<file path="src/rtl/l2_pkg.sv">
// Shared sizing and types for the L2 request issue stage.
// The defaults here feed the module parameters of the tag pool and the top.
package l2_pkg;
    localparam int WAYS   = 16;
    localparam int TAGS   = 32;
    localparam int MAXOUT = 4;
    localparam int SIDW   = $clog2(WAYS);
    localparam int TAGW   = $clog2(TAGS);

    typedef logic [TAGW-1:0] tag_t;
    typedef logic [SIDW-1:0] sid_t;
endpackage

</file>
<file path="src/rtl/l2_tag_pool.sv">
// Command tag pool: free bitmap, lowest-free allocation, tag-to-stream table
// and free-tag count.
module l2_tag_pool
    import l2_pkg::*;
#(
    parameter int WAYS = l2_pkg::WAYS,
    parameter int TAGS = l2_pkg::TAGS,
    parameter int SIDW = $clog2(WAYS),
    parameter int TAGW = $clog2(TAGS)
) (
    input  logic            clk,
    input  logic            reset,
    input  logic            i_alloc,
    input  logic [SIDW-1:0] i_alloc_sid,
    input  logic            i_retire,
    input  logic [TAGW-1:0] i_retire_tag,
    output logic            o_any_free,
    output logic [TAGW-1:0] o_cand,
    output logic            o_retire_inuse,
    output logic [SIDW-1:0] o_retire_sid,
    output logic [TAGW:0]   o_free
);
    logic [TAGS-1:0] r_free;
    logic [SIDW-1:0] r_table [TAGS];

    // Scanning downwards leaves the lowest free index as the final winner.
    always_comb begin
        o_cand = '0;
        for (int t = TAGS - 1; t >= 0; t--) begin
            if (r_free[t]) begin
                o_cand = TAGW'(t);
            end
        end
    end

    always_comb begin
        o_free = '0;
        for (int t = 0; t < TAGS; t++) begin
            o_free = o_free + {{TAGW{1'b0}}, r_free[t]};
        end
    end

    assign o_any_free     = |r_free;
    assign o_retire_inuse = ~r_free[i_retire_tag];
    assign o_retire_sid   = r_table[i_retire_tag];

    // Retire only ever targets an in-use tag, so it never collides with the candidate.
    always_ff @(posedge clk or negedge reset) begin
        if (!reset) begin
            r_free <= '1;
            for (int t = 0; t < TAGS; t++) begin
                r_table[t] <= '0;
            end
        end else begin
            if (i_alloc) begin
                r_free[o_cand]  <= 1'b0;
                r_table[o_cand] <= i_alloc_sid;
            end
            if (i_retire) begin
                r_free[i_retire_tag] <= 1'b1;
            end
        end
    end
endmodule

</file>
<file path="src/rtl/l2_req_issue.sv">
// Request issue stage: tags merged stream requests, enforces per-stream
// outstanding limits and retires tags on response.
module l2_req_issue
    import l2_pkg::*;
#(
    parameter int WAYS   = l2_pkg::WAYS,
    parameter int TAGS   = l2_pkg::TAGS,
    parameter int MAXOUT = l2_pkg::MAXOUT,
    parameter int SIDW   = $clog2(WAYS),
    parameter int TAGW   = $clog2(TAGS)
) (
    input  logic            clk,
    input  logic            reset,
    input  logic            i_v,
    output logic            i_r,
    input  logic [SIDW-1:0] i_sel,
    output logic            o_v,
    input  logic            o_r,
    output logic [TAGW-1:0] o_tag,
    output logic [SIDW-1:0] o_sid,
    input  logic            rsp_v,
    input  logic [TAGW-1:0] rsp_tag,
    output logic            c_v,
    output logic [SIDW-1:0] c_sid,
    output logic [TAGW-1:0] c_tag,
    output logic [WAYS-1:0] o_busy,
    output logic [TAGW:0]   o_free,
    output logic            o_err
);
    localparam int CNTW = $clog2(MAXOUT + 1);
    localparam logic [CNTW-1:0] MAXC = CNTW'(MAXOUT);

    logic            w_any_free;
    logic [TAGW-1:0] w_cand;
    logic            w_inuse;
    logic [SIDW-1:0] w_rsid;
    logic            w_accept;
    logic            w_retire;
    logic [WAYS-1:0] w_inc;
    logic [WAYS-1:0] w_dec;

    logic [CNTW-1:0] r_cnt [WAYS];
    logic            r_ov;
    logic [TAGW-1:0] r_otag;
    logic [SIDW-1:0] r_osid;
    logic            r_cv;
    logic [SIDW-1:0] r_csid;
    logic [TAGW-1:0] r_ctag;
    logic            r_err;

    l2_tag_pool #(
        .WAYS(WAYS),
        .TAGS(TAGS),
        .SIDW(SIDW),
        .TAGW(TAGW)
    ) u_pool (
        .clk           (clk),
        .reset         (reset),
        .i_alloc       (w_accept),
        .i_alloc_sid   (i_sel),
        .i_retire      (w_retire),
        .i_retire_tag  (rsp_tag),
        .o_any_free    (w_any_free),
        .o_cand        (w_cand),
        .o_retire_inuse(w_inuse),
        .o_retire_sid  (w_rsid),
        .o_free        (o_free)
    );

    assign i_r      = w_any_free & (r_cnt[i_sel] < MAXC) & (~r_ov | o_r);
    assign w_accept = i_v & i_r;
    assign w_retire = rsp_v & w_inuse;

    always_comb begin
        w_inc  = '0;
        w_dec  = '0;
        o_busy = '0;
        for (int s = 0; s < WAYS; s++) begin
            w_inc[s]  = w_accept && (i_sel == SIDW'(s));
            w_dec[s]  = w_retire && (w_rsid == SIDW'(s));
            o_busy[s] = (r_cnt[s] == MAXC);
        end
    end

    // A stream that both issues and retires in one cycle keeps its count.
    always_ff @(posedge clk or negedge reset) begin
        if (!reset) begin
            for (int s = 0; s < WAYS; s++) begin
                r_cnt[s] <= '0;
            end
        end else begin
            for (int s = 0; s < WAYS; s++) begin
                if (w_inc[s] && !w_dec[s]) begin
                    r_cnt[s] <= r_cnt[s] + CNTW'(1);
                end else if (w_dec[s] && !w_inc[s]) begin
                    r_cnt[s] <= r_cnt[s] - CNTW'(1);
                end
            end
        end
    end

    always_ff @(posedge clk or negedge reset) begin
        if (!reset) begin
            r_ov   <= 1'b0;
            r_otag <= '0;
            r_osid <= '0;
        end else if (w_accept) begin
            r_ov   <= 1'b1;
            r_otag <= w_cand;
            r_osid <= i_sel;
        end else if (o_r) begin
            r_ov   <= 1'b0;
        end
    end

    always_ff @(posedge clk or negedge reset) begin
        if (!reset) begin
            r_cv   <= 1'b0;
            r_csid <= '0;
            r_ctag <= '0;
            r_err  <= 1'b0;
        end else begin
            r_cv <= w_retire;
            if (w_retire) begin
                r_csid <= w_rsid;
                r_ctag <= rsp_tag;
            end
            if (rsp_v && !w_inuse) begin
                r_err <= 1'b1;
            end
        end
    end

    assign o_v   = r_ov;
    assign o_tag = r_otag;
    assign o_sid = r_osid;
    assign c_v   = r_cv;
    assign c_sid = r_csid;
    assign c_tag = r_ctag;
    assign o_err = r_err;
endmodule

</file>
<file path="config.mk">
export PLATFORM = sky130hd
export DESIGN_NAME = l2_req_issue
export DESIGN_NICKNAME = d
export VERILOG_FILES = /design/src/rtl/l2_pkg.sv /design/src/rtl/l2_tag_pool.sv /design/src/rtl/l2_req_issue.sv
export SDC_FILE = /design/constraint.sdc
export NUM_CORES = 1
export LEC_CHECK = 0
export ABC_AREA = 1
export CAP_MARGIN = 30
export CORE_UTILIZATION = 41
export CTS_CLUSTER_DIAMETER = 150
export DETAILED_ROUTE_END_ITERATION = 10
export HOLD_SLACK_MARGIN = 0.03
export SLEW_MARGIN = 0
export SYNTH_ARGS = -nofsm -noshare
export SYNTH_HDL_FRONTEND = slang
export SYNTH_SLANG_ARGS = --single-unit
</file>
<file path="constraint.sdc">
create_clock -name clk -period 9.4 [get_ports clk]
set_input_delay 1.88 -clock clk [delete_from_list [all_inputs] [get_ports clk]]
set_output_delay 1.88 -clock clk [all_outputs]
set_load 0.03 [all_outputs]
</file>
==> metrics.md <==
| Metric | Value |
|---|---|
| Starting Density | `around two fifths` |
| Seq/Total Area, Yosys | `46.9%` |
| Ys flop type | `dfrtp_1` |
| Core Area | `between 20,000 and 30,000 µm²` |
| CP required | `around 7.5 ns` |
| Synth cell types | `41` |
| Min Hold Slack | `0.460 ns` |
| Gate Count Post-Synth | `1,370` |
| Number of global-route vias before repair | `approximately 10k` |
| DIE HEIGHT | `between 150 and 200 µm` |
| Clock-pin transition on the worst setup and hold timing paths | `0.06 ns` |
| H-tree depth | `1` |
| ANT nets after route | `0` |
| Clk root buf | `clkbuf_16` |
| Crit path cell chain | `inv_1 -> ha_1 -> inv_1 -> fa_1 -> fa_1 -> fa_1 -> fa_1 -> fa_1 -> fa_1 -> inv_1 -> fa_1 -> fa_1 -> a21oi_1 -> nor2_1 -> nor2_1 -> xnor2_1 -> clkdlybuf4s50_1` |
| Async S/R FF share, synth | `100%` |
| RePlAce Congestion | `about 0.92` |
| # fillers | `2,805` |
| Die width | `175 µm` |
| Post-CTS resize count | `0` |
| Vias/cell | `5.51` |
| CP peak stage delay | `0.68 ns` |
| Row cnt | `63` |
| Grt total ovfl | `0` |
| Worst Hold Class | `flip-flop to flip-flop` |
| Post-synth EDFFs | `0` |
| Hpwl dp | `25.3 mm` |
| Post-route DRC | `0` |
| Peak Freq | `approximately 120 MHz` |
| Max_cap viols | `0` |
| I/O Pins | `slightly below 60` |
| Share of layout cells above drive strength 1 | `9.77%` |
| Clock tree sinks | `about 230` |
| Final hold vios | `0` |
| Total CTS buffers | `28` |
| Crit Path Class | `flip-flop to output pin` |
| Clock Tree Buf Depth | `3` |
| DR vias | `between 10k and 15k` |
| Period utilization | `91.2%` |
| Warning count from the yosys run | `0` |
| CP top delay family | `adder cells` |
| Avg Inst Size Synth | `between 8 and 9 µm²` |
| Crit path capture type | `output pin` |
| Total global-route track usage | `24.3%` |
| Tightest Pin Transition | `0.996 ns` |
| Number of setup buffers added after CTS | `0` |
| CP max-delay cell | `clkdlybuf4s50_1` |
| #FFs+latches synth | `229` |
| Initial antenna violation count | `0` |
| First-pass GRT wire length | `57.4 mm` |
| Cell mode on critical path | `fa_1` |
| Synthesized Nets | `approximately 1.4k` |
| Syn-to-layout area delta | `15.7%` |
| # hold bufs at CTS | `0` |
| Critical-path maximum fanout | `13` |
| Commonest non-fill, non-tap cell in the layout | `nand2_1` |
| Diodes inserted | `0` |
| Status | `complete, no violations` |
| Wire length per cell | `about 20 µm` |
| Top cells by area, synth | `dfrtp_1, nand2_1, dfstp_2` |
| CTS tree | `done` |
| Clk_lat worst skew | `~0.55 ns` |
| Largest net degree at the start of global routing | `98` |
| Most area-hungry cell type in the Yosys netlist | `dfrtp_1` |
| Worst Path Buf+Inv | `4` |
| Setup Skew | `0.0225 ns` |
| Buffers on Ports | `57` |
| Final setup vio count | `0` |
| Most frequent cells in the layout | `nand2_1, dfrtp_1, inv_1` |
| Startpoint types | `flip-flop` |
| Yosys top cell area share | `40.1%` |
| Post-Route WL | `36.4 mm` |
| Slew Limit Fails | `0` |
| Final #Nets | `approximately 1.5k` |
| Cell Area, Synth | `12,300 µm²` |
| Critical Path AT | `~6.7 ns` |
| Total Die Area | `30,700 µm²` |
| Final critical-path required period | `between 8 and 9 ns` |
| Rel. slew slack | `approximately 33%` |
| DRT iter0 DRCs | `just under 800` |
| RSZ-0062 raised after global routing | `false` |
| DRT Pass-1 Iters | `5` |
| Setup tns final | `0 ns` |
[stage by stage]
step	std cells	instance area [µm²]	utilization (%)	setup WS, ns
floorplan	1370	12300	-	2.03
global placement	1771	13200	44.8	1.47
detailed placement	1772	13300	44.8	1.41
CTS	1823	14200	48.1	0.807
global route	1823	14200	48.1	0.602
finish	1823	14200	48.1	0.826
[synthesized netlist by cell type, types with 2 or more instances]
| library cell | n |
|---|---|
| inv_2 | 4 |
| nand3_1 | 24 |
| nor2_1 | 75 |
| mux2_2 | 16 |
| dfrtp_1 | 197 |
| xor2_1 | 18 |
| a221oi_1 | 3 |
| ha_1 | 25 |
| o221ai_1 | 12 |
| o21ai_0 | 95 |
| nand2_1 | 346 |
| buf_2 | 14 |
| inv_1 | 124 |
| clkbuf_1 | 34 |
| dfstp_2 | 32 |
| nand2_2 | 2 |
| xnor2_1 | 17 |
| nand4_1 | 80 |
| buf_4 | 4 |
| a21oi_1 | 47 |
| nor3_1 | 25 |
| nand2_4 | 3 |
| or2_2 | 8 |
| nand3_2 | 7 |
| fa_1 | 40 |
| a22oi_1 | 75 |
| a22o_1 | 16 |
| buf_1 | 8 |
| nor4_1 | 7 |
[per-layer routing]
| metal | track usage, % | share of wire, % | vias up |
|---|---|---|---|
| met4 | 8.22 | 3.0 | 0 |
| met1 | 32.2 | 43 | 4927 |
| met3 | 3.02 | 5.6 | 67 |
| met2 | 40.9 | 48 | 327 |
| met5 | 0 | 0 | - |
| li1 | - | - | 4719 |
[area by class of cell]
cell class / instances / area [µm²] / share of cell area, %
Timing Repair Buffer: 73 / 716 / 5.03
Clock inverter: 6 / 80.1 / 0.563
Clock buffer: 45 / 886 / 6.23
Tap cell: 390 / 488 / 3.43
Inverter: 128 / 480 / 3.38
Multi-Input combinational cell: 952 / 5800 / 40.8
Sequential cell: 229 / 5770 / 40.6
[sequential cells by signal (all words and copies together) (netlist names)]
| signal | flops |
|---|---|
| c_v | 1 |
| u_pool.r_free | 32 |
| o_tag | 5 |
| o_v | 1 |
| o_err | 1 |
| o_sid | 4 |
| u_pool.r_table | 128 |
| r_cnt | 48 |
| c_tag | 5 |
| c_sid | 4 |
[cell families (layout without fill, tap and decap cells)]
| family | count (synthesis) | after routing | share of synthesized area [%] |
|---|---|---|---|
| AOI/OAI and AO/OA | 257 | 257 | 13.2 |
| xor gates and xnor gates | 35 | 35 | 2.49 |
| adders and majority gates | 65 | 65 | 9.06 |
| buffers and inverters | 189 | 252 | 6.10 |
| DFF | 229 | 229 | 46.9 |
| muxes | 16 | 16 | 1.47 |
| and+or+nand+nor | 579 | 579 | 20.8 |
[final timing paths]
| path | start | end | slack, ns | cells past startpoint |
|---|---|---|---|---|
| max in group asynchronous | reset | u_pool.r_free[11] | 6.77 | 3 |
| worst min-delay path | o_err | o_err | 0.46 | 1 |
| min in group asynchronous | reset | r_cnt[43] | 1.37 | 1 |
| worst max register to register | r_cnt[2] | u_pool.r_table[0] | 5.14 | 13 |
| worst max-delay path | u_pool.r_free[0] | o_free[4] | 0.83 | 17 |
| worst min register to register | o_err | o_err | 0.46 | 1 |
Power is not shown: default switching activity piles up to over one toggle a cycle in this logic, so the estimate is an artifact.
